--- src/rtl/rx_block_fifo.sv ---
// rx_block_fifo: packs UART bytes into 128-bit blocks, queues DEPTH blocks; push visible one edge after 16th byte.
// No backpressure on rx: a block completing while full is dropped and flags overflow. Define RX_BYTE_TIMEOUT_EN for idle discard of partial blocks.
module rx_block_fifo #(
  parameter int DEPTH          = 4,
  parameter int TIMEOUT_CYCLES = 100000
) (
  input  logic                   clk,
  input  logic                   reset,
  input  logic [7:0]             rx_data,
  input  logic                   rx_valid,
  input  logic                   rx_read,
  input  logic                   overflow_clr,
  output logic [127:0]           pt,
  output logic                   rx_empty,
  output logic                   rx_full,
  output logic [$clog2(DEPTH):0] level,
  output logic                   overflow
);
  localparam int PW = $clog2(DEPTH);
  localparam int LW = PW + 1;
  localparam logic [LW-1:0] DEPTH_L = LW'(DEPTH);

  logic [3:0]    cnt_q, cnt_d;
  logic [127:0]  sr_q, sr_d;
  logic [PW-1:0] wr_q, wr_d, rd_q, rd_d;
  logic [LW-1:0] lvl_q, lvl_d;
  logic          ovf_q, ovf_d;
  logic [127:0]  mem [DEPTH];

  logic [127:0]  blk;
  logic          push, pop, accept, tmo;

  assign blk      = {sr_q[119:0], rx_data};
  assign rx_empty = (lvl_q == '0);
  assign rx_full  = (lvl_q == DEPTH_L);
  assign push     = rx_valid && (cnt_q == 4'd15);
  assign pop      = rx_read && !rx_empty;
  // A full FIFO still takes the block when the head leaves in the same cycle.
  assign accept   = push && (!rx_full || pop);

  assign pt       = rx_empty ? '0 : mem[rd_q];
  assign level    = lvl_q;
  assign overflow = ovf_q;

`ifdef RX_BYTE_TIMEOUT_EN
  localparam int TW = $clog2(TIMEOUT_CYCLES + 1);
  logic [TW-1:0] idle_q, idle_d;

  always_comb begin
    idle_d = '0;
    tmo    = 1'b0;
    if (!rx_valid && (cnt_q != 4'd0)) begin
      if (idle_q == TW'(TIMEOUT_CYCLES - 1)) tmo = 1'b1;
      else idle_d = idle_q + TW'(1);
    end
  end

  always_ff @(posedge clk or negedge reset) begin
    if (!reset) idle_q <= '0;
    else        idle_q <= idle_d;
  end
`else
  assign tmo = 1'b0;
`endif

  always_comb begin
    cnt_d = cnt_q;
    sr_d  = sr_q;
    wr_d  = wr_q;
    rd_d  = rd_q;
    lvl_d = lvl_q;
    ovf_d = ovf_q;
    if (rx_valid) begin
      cnt_d = cnt_q + 4'd1;
      sr_d  = blk;
    end
    if (tmo) cnt_d = 4'd0;
    if (accept) wr_d = wr_q + PW'(1);
    if (pop)    rd_d = rd_q + PW'(1);
    case ({accept, pop})
      2'b10:   lvl_d = lvl_q + LW'(1);
      2'b01:   lvl_d = lvl_q - LW'(1);
      default: lvl_d = lvl_q;
    endcase
    if (overflow_clr)       ovf_d = 1'b0;
    if (push && !accept)    ovf_d = 1'b1;
  end

  always_ff @(posedge clk or negedge reset) begin
    if (!reset) begin
      cnt_q <= '0;
      sr_q  <= '0;
      wr_q  <= '0;
      rd_q  <= '0;
      lvl_q <= '0;
      ovf_q <= 1'b0;
    end else begin
      cnt_q <= cnt_d;
      sr_q  <= sr_d;
      wr_q  <= wr_d;
      rd_q  <= rd_d;
      lvl_q <= lvl_d;
      ovf_q <= ovf_d;
    end
  end

  // Storage is not reset; pt is masked while empty so stale slots never show.
  always_ff @(posedge clk) begin
    if (accept) mem[wr_q] <= blk;
  end

endmodule

--- config.mk ---
export PLATFORM = sky130hd
export DESIGN_NAME = rx_block_fifo
export DESIGN_NICKNAME = d
export VERILOG_FILES = /design/src/rtl/rx_block_fifo.sv
export SDC_FILE = /design/constraint.sdc
export NUM_CORES = 1
export LEC_CHECK = 0
export BUFFER_PORTS_ARGS = -buffer_cell sky130_fd_sc_hd__buf_2
export CORE_MARGIN = 1
export CORE_UTILIZATION = 55
export DETAILED_ROUTE_END_ITERATION = 16
export GPL_TIMING_DRIVEN = 0
export HOLD_SLACK_MARGIN = 0.05
export PLACE_DENSITY_LB_ADDON = 0.1
export SYNTH_ARGS = -nofsm -noshare
export SYNTH_HDL_FRONTEND = slang
export SYNTH_SLANG_ARGS = --single-unit
--- constraint.sdc ---
create_clock -name clk -period 5.32 [get_ports clk]
set_input_delay 0.798 -clock clk [delete_from_list [all_inputs] [get_ports clk]]
set_output_delay 0.798 -clock clk [all_outputs]
set_load 0.02 [all_outputs]
==> flow_summary_export.csv <==
group,metric,value,unit
critical_path,endpoint_kind,"output pin",
pwr,seqPwrFrac,0.434,
synth,ys.flop_type,"edfxtp_1",
floorplan,die_y,213,µm
synth,netlist_area,24500,µm²
clocking,cts_root_buf,"clkbuf_16",
grt,antenna_found_initial,1,
place,place_congestion,0.722,
pwr,p_leak,9.99,nW
synth,synth_top_area_cell,"edfxtp_1",
status,outcome,"finished clean",
job,cap_viol_max_count,0,
pwr,switching_share,0.312,
synth,synth_area_leaders,"edfxtp_1 (63%), dfrtp_1 (13%), mux4_2 (12%)",
sta,slew_headroom,0.478,
floorplan,rows,76,
layout,antennaDiodeCount,0,
floorplan,floorplan.initialDensity,0.563,
detailed_routing,wl_met2,22100,µm
synth,synth_seq_cells,644,
grt,grt_usage,0.212,
synth,yosysMostFrequentCell,"edfxtp_1",
sta,fin_skew,0.0213,ns
synth,synthCells,1132,
clocking,cts_tree,"built",
floorplan,dieWidth,213,µm
pwr,comb_power_share,0.293,
detailed_routing,drt_wl_total,46100,µm
clocking,h-tree-depth,2,
synth,synthArstFlopShare,0.205,
detailed_routing,drt-met1-wl,20700,µm
synth,synth_top_area_frac,0.628,
sta,fmax,282,MHz
clocking,worstSkewPairLatency,0.61,ns
synth,yosysUniqueCellTypes,31,
clocking,post-cts-setup-buffers,0,
detailed_routing,drt-pass1-iter-count,5,
sta,drv_slew,0,
clocking,cts_inserted_buffers,60,
place,dpl.hpwl,27000,µm
layout,final_util,0.649,
detailed_routing,ant_nets,0,
pwr,power.density,569,nW/µm²
detailed_routing,drc,0,
layout,areaGrowthSynthToFinish,15.3,%
place,portBuffers,145,
clocking,clk_pin_slew,0.06,ns
sta,rsz0062_at_grt,"false",
synth,synth-edff-count,512,
critical_path,worst-setup-path-type,"reg -> out",
sta,worst_pin_slew,0.784,ns
synth,synth_commonest_cells,"edfxtp_1 (512), dfrtp_1 (132), mux4_2 (128)",
detailed_routing,drt_iter0_markers,616,
grt,grt_pass1_vias,11463,
detailed_routing,top_layer_used,"met5",
detailed_routing,drt-vias-per-instance,5.62,
critical_path,crit_fanout,10,
sta,setup_viol,0,
layout,final_net_count,1367,
layout,drive_gt1_frac,0.386,
worst_hold_path,hold_path.class,"in -> async",
layout,final_cell_area,28200,µm²
floorplan,boundaryPins,147,
critical_path,crit_path_start_kind,"register",
detailed_routing,vias,11150,
detailed_routing,wl_per_cell,23.2,µm
grt,grt_pass1_wl,70000,µm
pwr,p_int,11.0,mW
critical_path,crit_arrival,2.75,ns
sta,min_period,3.54,ns
clocking,clk_path_buf_depth,3,
critical_path,rr_worst_depth,6,
pwr,power_switching,5.01,mW
synth,seq_area_frac_synth,0.763,
synth,syn-num-nets,1151,
clocking,cts_hold_buf,0,
clocking,cts_resized,0,
grt,grt-ovfl-total,0,
floorplan,die-area,45300,µm²
grt,grt_max_degree,85,
synth,yosys_warnings,0,
floorplan,core_region_area,43500,µm²
critical_path,critPathRequiredTime,4.52,ns
place,placed_area,26200,µm²
sta,hold_viol_final,0,
pwr,peakVddDrop,0.383,mV
clocking,cts_sinks,644,
synth,syn_avg_cell_area,21.6,µm²
sta,min_period_over_period,0.666,
pwr,pwr-share-clk,0.272,
detailed_routing,met3_length,2380,µm
per-layer routing:
metal,track usage,vias to the layer above
met5,0,-
met4,0.0645,2
met3,0.0413,64
met2,0.326,248
met1,0.312,5921
li1,-,4915
per-stage QoR:
stage	setup WS (ns)	hold WS (ns)	power [mW]	setup TNS, ns	cells
after floorplan	0.501	0.445	10.2	0	1132
after global placement	-2.39	0.460	11.8	-1197.56	1862
after detailed placement	2.03	0.467	11.9	0	1871
after CTS	1.69	0.154	16.3	0	1983
after global routing	1.56	0.179	16.8	0	1983
final	1.78	0.137	16.1	0	1983
sequential cells by signal, summed over array words and instances (netlist names):
name and flops:
overflow 1, sr_q 120, cnt_q 4, wr_q 2, level 3, rd_q 2, mem 512
critical path, stage by stage (launching register included):
cell	delay, ns
dfrtp_1	0.45
inv_1	0.17
nand3_1	0.17
inv_1	0.12
buf_4	0.31
clkbuf_1	0.47
and2b_1	0.29
buf_2	0.17
power groups by stage:
stage / logic (mW) / registers, mW / clock network (mW)
after floorplan: 3.37 / 6.83 / 0
after global placement: 4.74 / 7.05 / 0
after detailed placement: 4.80 / 7.07 / 0
after CTS: 4.82 / 6.97 / 4.46
after global routing: 5.09 / 7.07 / 4.63
final: 4.71 / 6.97 / 4.37
kinds of logic after synthesis:
group | share of synthesized area
DFF | 0.763
AOI/OAI and AO/OA | 0.00353
adders and majority gates | 0.00337
buffers and inverters | 0.0157
muxes | 0.174
xor gates and xnor gates | 0.00286
and+or+nand+nor | 0.0370
final timing paths:
kind                             from           to  slack [ns]
setup / recovery             level[0]       pt[14]        1.78
hold / removal                  reset    sr_q[113]        0.14
setup reg to reg             cnt_q[0]  mem[3][114]        2.62
hold reg to reg              cnt_q[3]     cnt_q[3]        0.48
max in group asynchronous       reset     sr_q[84]        4.28
min in group clk           rx_data[0]    mem[1][0]        0.42
cells in the final DEF, fill, tap and decap left out, types with 4 or more instances in the layout:
master | synthesis | routed
edfxtp_1 | 512 | 512
buf_2 | 29 | 173
dfrtp_1 | 132 | 132
mux4_2 | 128 | 128
mux2_2 | 122 | 122
nor2b_1 | 112 | 112
clkbuf_16 | 0 | 61
clkbuf_1 | 16 | 34
and2b_1 | 16 | 16
buf_6 | 11 | 12
inv_1 | 9 | 9
clkinv_2 | 0 | 9
buf_16 | 0 | 9
bufinv_16 | 0 | 8
clkbuf_8 | 0 | 8
xnor2_1 | 7 | 7
clkinv_1 | 0 | 6
nand2_1 | 5 | 5
ha_1 | 5 | 5
and2_4 | 0 | 4
cell type report:
class,instances,area [µm²]
Tap cell,585,732
Timing Repair Buffer,154,980
Clock inverter,25,324
Multi-Input combinational cell,420,5420
Clock buffer,87,1700
Inverter,9,33.8
Buffer,59,352
Sequential cell,644,18700
Fill cell,2961,15200
(Power assumes the default switching activity.)
